===== src/rtl/uart_pkg.sv =====
// rtl/uart_pkg.sv - shared UART types, constants and helpers
package uart_pkg;

  localparam int DATA_BITS = 8;

  typedef enum logic [1:0] {
    IDLE  = 2'd0,
    START = 2'd1,
    DATA  = 2'd2,
    STOP  = 2'd3
  } uart_state_e;

  // Whole system clocks per serial bit; fractional remainder is dropped.
  function automatic int clocks_per_bit(input int clk_speed, input int baud_rate);
    return clk_speed / baud_rate;
  endfunction

endpackage


===== src/rtl/uart_baud_gen.sv =====
// rtl/uart_baud_gen.sv - bit-period counter producing an end-of-bit pulse
module uart_baud_gen #(
  parameter int BAUD_TICK = 10
) (
  input  logic clock,
  input  logic reset_n,
  input  logic clear,
  output logic bit_end
);

  localparam int CNT_W = (BAUD_TICK > 1) ? $clog2(BAUD_TICK) : 1;
  localparam logic [CNT_W-1:0] LAST = CNT_W'(BAUD_TICK - 1);

  logic [CNT_W-1:0] count;

  assign bit_end = (count == LAST);

  // Count 0..BAUD_TICK-1, wrapping on each bit boundary; clear forces a fresh bit.
  always_ff @(posedge clock or negedge reset_n) begin
    if (!reset_n) begin
      count <= '0;
    end else if (clear || bit_end) begin
      count <= '0;
    end else begin
      count <= count + CNT_W'(1);
    end
  end

endmodule


===== src/rtl/uart_transmit.sv =====
// rtl/uart_transmit.sv - 8-N-1 UART transmitter with one-deep holding register
module uart_transmit
  import uart_pkg::*;
#(
  parameter int CLK_SPEED = 50_000_000,
  parameter int BAUD_RATE = 9600,
  parameter int STOP_BITS = 1
) (
  input  logic                 clock,
  input  logic                 reset_n,
  input  logic [DATA_BITS-1:0] data_in,
  input  logic                 send,
  output logic                 ready,
  output logic                 tx,
  output logic                 busy,
  output logic                 done
);

  localparam int BAUD_TICK = clocks_per_bit(CLK_SPEED, BAUD_RATE);
  localparam int IDX_W     = $clog2(DATA_BITS);
  localparam logic [IDX_W-1:0] LAST_IDX = IDX_W'(DATA_BITS - 1);

  if (BAUD_TICK < 2) begin : g_bad_tick
    $error("uart_transmit: CLK_SPEED/BAUD_RATE must give at least 2 clocks per bit");
  end
  if (STOP_BITS != 1 && STOP_BITS != 2) begin : g_bad_stop
    $error("uart_transmit: STOP_BITS must be 1 or 2");
  end

  uart_state_e          state, state_next;
  logic                 hold_full;
  logic [DATA_BITS-1:0] hold_data;
  logic [DATA_BITS-1:0] shift_reg;
  logic [IDX_W-1:0]     bit_idx;
  logic                 stop_cnt;

  logic bit_end;
  logic accept;
  logic load;
  logic shift_step;
  logic stop_step;
  logic frame_end;
  logic baud_clear;
  logic last_stop;

  // ready is the inverse of a flop, so it never depends on this cycle's send.
  assign ready      = ~hold_full;
  assign accept     = send && ready;
  assign last_stop  = (STOP_BITS == 1) || stop_cnt;
  assign baud_clear = (state == IDLE) || load;

  uart_baud_gen #(
    .BAUD_TICK(BAUD_TICK)
  ) u_baud (
    .clock   (clock),
    .reset_n (reset_n),
    .clear   (baud_clear),
    .bit_end (bit_end)
  );

  // State register.
  always_ff @(posedge clock or negedge reset_n) begin
    if (!reset_n) begin
      state <= IDLE;
    end else begin
      state <= state_next;
    end
  end

  // Next-state and datapath strobes; a waiting byte is launched straight from the last stop clock.
  always_comb begin
    state_next = state;
    load       = 1'b0;
    shift_step = 1'b0;
    stop_step  = 1'b0;
    frame_end  = 1'b0;
    case (state)
      IDLE: begin
        if (hold_full) begin
          load       = 1'b1;
          state_next = START;
        end
      end
      START: begin
        if (bit_end) begin
          state_next = DATA;
        end
      end
      DATA: begin
        if (bit_end) begin
          shift_step = 1'b1;
          if (bit_idx == LAST_IDX) begin
            state_next = STOP;
          end
        end
      end
      STOP: begin
        if (bit_end) begin
          if (last_stop) begin
            frame_end = 1'b1;
            if (hold_full) begin
              load       = 1'b1;
              state_next = START;
            end else begin
              state_next = IDLE;
            end
          end else begin
            stop_step = 1'b1;
          end
        end
      end
      default: state_next = IDLE;
    endcase
  end

  // Holding register: filled by the producer, emptied when the shifter takes it.
  always_ff @(posedge clock or negedge reset_n) begin
    if (!reset_n) begin
      hold_full <= 1'b0;
      hold_data <= '0;
    end else if (load) begin
      hold_full <= 1'b0;
    end else if (accept) begin
      hold_full <= 1'b1;
      hold_data <= data_in;
    end
  end

  // Shift register, data bit index and stop-bit counter.
  always_ff @(posedge clock or negedge reset_n) begin
    if (!reset_n) begin
      shift_reg <= '0;
      bit_idx   <= '0;
      stop_cnt  <= 1'b0;
    end else begin
      if (load) begin
        shift_reg <= hold_data;
        bit_idx   <= '0;
      end else if (shift_step) begin
        shift_reg <= shift_reg >> 1;
        bit_idx   <= bit_idx + IDX_W'(1);
      end
      if (load || frame_end) begin
        stop_cnt <= 1'b0;
      end else if (stop_step) begin
        stop_cnt <= 1'b1;
      end
    end
  end

  // Registered line outputs; they trail the state by one clock so tx, busy and done stay aligned.
  always_ff @(posedge clock or negedge reset_n) begin
    if (!reset_n) begin
      tx   <= 1'b1;
      busy <= 1'b0;
      done <= 1'b0;
    end else begin
      case (state)
        START:   tx <= 1'b0;
        DATA:    tx <= shift_reg[0];
        default: tx <= 1'b1;
      endcase
      busy <= (state != IDLE);
      done <= frame_end;
    end
  end

endmodule


===== config.mk =====
export PLATFORM = sky130hd
export DESIGN_NAME = uart_transmit
export DESIGN_NICKNAME = d
export VERILOG_FILES = /design/src/rtl/uart_pkg.sv /design/src/rtl/uart_baud_gen.sv /design/src/rtl/uart_transmit.sv
export SDC_FILE = /design/constraint.sdc
export NUM_CORES = 1
export LEC_CHECK = 0
export CORE_ASPECT_RATIO = 1.1
export CORE_MARGIN = 2
export CORE_UTILIZATION = 57
export DETAILED_ROUTE_END_ITERATION = 7
export HOLD_SLACK_MARGIN = 0.05
export PLACE_DENSITY = 0.9
export SKIP_LAST_GASP = 1
export SLEW_MARGIN = 5
export SYNTH_ARGS = -nofsm -noshare
export SYNTH_HDL_FRONTEND = slang
export SYNTH_SLANG_ARGS = --single-unit
export TNS_END_PERCENT = 1

===== constraint.sdc =====
create_clock -name clock -period 2.3 [get_ports clock]
set_clock_uncertainty 0.1 [all_clocks]
set_input_delay 0.345 -clock clock [delete_from_list [all_inputs] [get_ports clock]]
set_output_delay 0.345 -clock clock [all_outputs]
set_load 0.01 [all_outputs]

Word-level counts from Yosys, hierarchy flattened
Cells that the tools add are included.
{"block": "op_classes", "mux": 21, "bitwise": 2, "reduce_logical": 9, "addsub": 2, "eq_ne": 10}
{"cell": "$mux W8", "count": 2}
{"cell": "$add A13 B1 Y13 const B", "count": 1}
{"cell": "$eq A13 B13 Y1 const B", "count": 1}
{"cell": "$mux W13", "count": 1}
{"cell": "$mux W2", "count": 5}
{"cell": "$mux W1", "count": 8}
{"cell": "$pmux W2 S4", "count": 1}
{"cell": "$mux W3", "count": 2}
{"cell": "$ne A2 B1 Y1 const B", "count": 3}
{"cell": "$reduce_bool A2 Y1", "count": 3}
{"cell": "$reduce_and A5 Y1", "count": 1}
{"cell": "$eq A2 B2 Y1 const B", "count": 2}
{"cell": "$ne A2 B2 Y1 const B", "count": 2}
{"cell": "$pmux W1 S2", "count": 2}
{"cell": "$add A3 B1 Y3 const B", "count": 1}
{"cell": "$eq A3 B3 Y1 const B", "count": 1}
{"cell": "$eq A2 B1 Y1 const B", "count": 1}
{"cell": "$logic_not A2 Y1", "count": 1}
{"cell": "$logic_or A1 B1 Y1", "count": 2}
{"cell": "$not A1 Y1", "count": 2}
{"cell": "$reduce_and A2 Y1", "count": 1}
{"cell": "$logic_and A1 B1 Y1", "count": 1}
{"block": "totals", "elab_cells": 53, "regBits": 38}

Depth between registers and ports, before layout
{"block": "depth", "word_depth": 6, "ltp_mapped": 6}

Hierarchy
A second synthesis with hierarchy kept.
{"block": "unflattened", "cells_unflattened": 160, "area_unflattened_um2": 1896.8}
{"module": "uart_transmit", "seq_area_each_um2": 626.9, "cells_per_inst": 92, "instances": 1, "area_per_inst_um2": 1211.2}
{"module": "uart_baud_gen", "seq_area_each_um2": 325.3, "cells_per_inst": 68, "instances": 1, "area_per_inst_um2": 685.7}

Worst setup path after synthesis
No wires, ideal clock.
{"block": "synth_path", "kind": "register to register", "from": "register u_baud.count[0]", "to": "register shift_reg[2]", "n_path_buf": 1, "period_less_slack_ns": 1.952, "arrival_ns": 1.727, "path_slack_ns": 0.348, "path_stages_with_launch": 7, "required_ns": 2.075, "cell_sequence": "dfrtp_1 -> ha_1 -> and4bb_2 -> and4_1 -> o21ai_2 -> buf_4 -> mux2_4"}
{"block": "synth_between", "elab_chain_cells": 4, "word_cells_on_any_way": 7, "classes_between": "1 x eq/ne; 5 x mux; 1 x reduce/logical"}
{"element": "start: declaration", "line_no": "uart_baud_gen.sv:14", "text": "logic [CNT_W-1:0] count;"}
{"element": "start signal: assignment", "line_no": "uart_baud_gen.sv:25", "text": "count <= count + CNT_W'(1);"}
{"element": "$eq A13 B13 Y1 (*)", "line_no": "uart_baud_gen.sv:16", "text": "assign bit_end = (count == LAST);"}
{"element": "$mux W1", "line_no": "uart_transmit.sv:98", "text": "if (bit_end) begin"}
{"element": "$pmux W1 S2 / $mux W1 (equally long branches)", "line_no": "uart_transmit.sv:77", "text": "case (state)"}
{"element": "$mux W8 / $reduce_bool A2 Y1 (equally long branches)"}
{"element": "end signal: assignment", "line_no": "uart_transmit.sv:137", "text": "shift_reg <= hold_data;"}
{"element": "end signal: assignment", "line_no": "uart_transmit.sv:140", "text": "shift_reg <= shift_reg >> 1;"}
{"element": "end: declaration", "line_no": "uart_transmit.sv:33", "text": "logic [DATA_BITS-1:0] shift_reg;"}
Every way passes the cells marked *; elsewhere a longest branch is shown, timed or not.
A chain may end at the register's enable or synchronous reset.

Worst setup path after layout
{"block": "layout_path", "from": "register u_baud.count[0]", "to": "register shift_reg[0]"}
Same word-level chain as after synthesis.

==> metrics.cfg <==
[status]
outcome = finished, violations left
failed_checks = DRC

[final_layout]
drive_gt1_frac = 0.2486
area.growth.synth_to_final_pct = 14.28
fill_cells = 232
largest_reg_flops = 13
fin_nets = 195
n_antenna_cell = 0
stdcell_area_mm2 = 0.002153

[floorplan]
pin_count = 15
die-area_mm2 = 0.003782
die_w_um = 58.82
coreArea_mm2 = 0.003100
start_util = 0.6077
row_count = 21
die_y_um = 64.30

[global_route]
overflow = 0
grt_usage = 0.1999
grt_max_degree = 39
grt_pass1_wl_um = 5754
antenna_found_initial = 0
grt_pass1_vias = 1334

[yosys]
synth_area_per_cell_um2 = 12.24
synth_area_mm2 = 0.001884
synthesis.nets = 173
yosysTopAreaCell = dfrtp_1
synth.distinct_cells = 38
synthDominantCellAreaShare = 0.4914
synth_cells = 154
ys.flop_type = dfrtp_1
synth-async-reset-ratio = 1.000
synth-seq-cells = 38
synth-seq-area-share = 0.5053
synthTopCellsByCount = dfrtp_1, mux2_2, mux2_4, nor2_1, inv_1
ys_top_cells_by_area = dfrtp_1, mux2_4, mux2_2
yosysWarnings = 0
post-synth-top-count-cell = dfrtp_1
synth_edf_count = 0

[timing]
slew_viol_final = 0
min_period_over_period = 0.8892
fmax_ghz = 0.4889
tightestPinTransition_ns = 0.4556
rsz0062_at_grt = no
tns_ns = 0
fin_crit_ns = 2.045
slew_headroom = 0.6963
final-hold-violation-count = 0
setup_viol = 0

[clocking]
cts_sinks = 38
cts_buffers = 5
post_cts.repair.setup_buffers = 0
clock_latency_ns = 0.34
cts_root_buffer = clkbuf_4
cts_hold_buf = 0
cts_resized = 0
cts.reportedPaths.clkPinSlew_ns = 0.11
tritoncts = built
cts_buffer_depth = 2
h-tree-depth = 2

[route]
via_per_inst = 5.777
firstDrtPassIters = 6
wl_per_cell_um = 14.84
drc = 1
drtAntennaViolNets = 0
vias = 1219
wirelength_um = 3131
drt_iter0_markers = 71

[setup_path]
cp.arrival_ns = 2.17
slowest_stage = dfrtp_1
path_max_fanout = 11
critPathLaunchType = flip-flop
cp.required_ns = 2.42
crit_type = reg -> reg
slowest_delay_ns = 0.43
path_cells = ha_1, and4bb_2, nand4_2, buf_4, mux2_2, mux2_2
crit_top_cell = mux2_2
end_kind = flip-flop

[power]
powerDensity_mw_per_mm2 = 1058
p_leak_nw = 1.004
vdd_drop_max_mv = 0.6535

[placement]
dpl.hpwl_um = 2348
gp_congestion = 0.8053
placed_area_mm2 = 0.002074
io_buffers = 14

[job]
cap_violations = 0

[worst_hold_path]
min_path_type = in -> async

[final cells by class]
class / count / area [um2] / area share
inverter: 9 / 33.78 / 0.01569
timing repair buffer: 18 / 170.2 / 0.07902
clock buffer: 8 / 78.83 / 0.03661
tap: 34 / 42.54 / 0.01976
multi-input combinational: 104 / 875.8 / 0.4067
sequential: 38 / 952.2 / 0.4422
[worst paths after layout]
check                                               start                        end  slack (ns)  depth (start not counted)
worst max-delay path            u_baud.count[0]$_DFF_PN0_   shift_reg[0]$_DFFE_PN0P_        0.25                          6
worst min-delay path                              reset_n             busy$_DFF_PN0_        0.32                          2
worst max register to register  u_baud.count[0]$_DFF_PN0_   shift_reg[0]$_DFFE_PN0P_        0.25                          6
worst min register to register  u_baud.count[0]$_DFF_PN0_  u_baud.count[0]$_DFF_PN0_        0.41                          1
max in group asynchronous                         reset_n               tx$_DFF_PN1_        1.44                          2
min in group clock              u_baud.count[0]$_DFF_PN0_  u_baud.count[0]$_DFF_PN0_        0.41                          1
[placed cells by master, fill, tap and decap left out, types with 2 or more instances in the layout]
master	count
dfrtp_1	37
clkdlybuf4s50_1	14
mux2_2	12
mux2_4	12
nor2_1	10
inv_1	9
nand2_1	8
ha_1	8
o21ai_0	6
xnor2_1	6
nand3_1	5
or3_1	5
a21oi_1	5
clkbuf_4	5
buf_4	4
and2_1	3
clkbuf_8	3
nor4_1	2
nor3_1	2
xor2_1	2
[stage by stage]
| stage | hold WS [ns] | power (mW) | cells | utilization | setup WS, ns |
|---|---|---|---|---|---|
| 6_report | 0.3224 | 2.278 | 211 | 0.6945 | 0.2548 |
| 5_1_grt | 0.3386 | 2.441 | 211 | 0.6945 | 0.1522 |
| 4_1_cts | 0.3293 | 2.301 | 211 | 0.6945 | 0.2598 |
| 3_5_place_dp | 0.3878 | 1.886 | 203 | 0.6691 | 0.2645 |
| 3_3_place_gp | 0.3689 | 1.821 | 203 | 0.6691 | 0.3239 |
| 2_1_floorplan | -0.05059 | 1.650 | 154 | - | 0.3480 |
[metal layers]
layer / vias up / part of all wire / track usage
met5: - / 0 / 0
met3: 9 / 0.039 / 0.05870
met2: 35 / 0.54 / 0.3403
li1: 582 / - / -
met1: 593 / 0.39 / 0.2285
met4: 0 / 0.023 / 0.08523
[critical path: cells and delay by family, from the launching register on]
kind | cells | cell delay [ns]
adder cells (fa/ha/maj) | 1 | 0.25
buffers and inverters | 1 | 0.21
flip-flops | 1 | 0.43
multiplexers | 2 | 0.60
AND/OR/NAND/NOR | 2 | 0.35
[kinds of logic after synthesis]
family,synth area share
muxes,0.1726
and+or+nand+nor,0.1481
DFF,0.5053
AOI/OAI and AO/OA,0.05379
buffers and inverters,0.02988
adders and majority gates,0.05312
xor gates and xnor gates,0.03719
[power by group]
group	switching [mW]	total, mW	internal [mW]
Combinational	0.351	0.826	0.475
Clock	0.201	0.410	0.209
Sequential	0.147	1.04	0.895
Total	0.699	2.28	1.58
(Power assumes the default switching activity.)
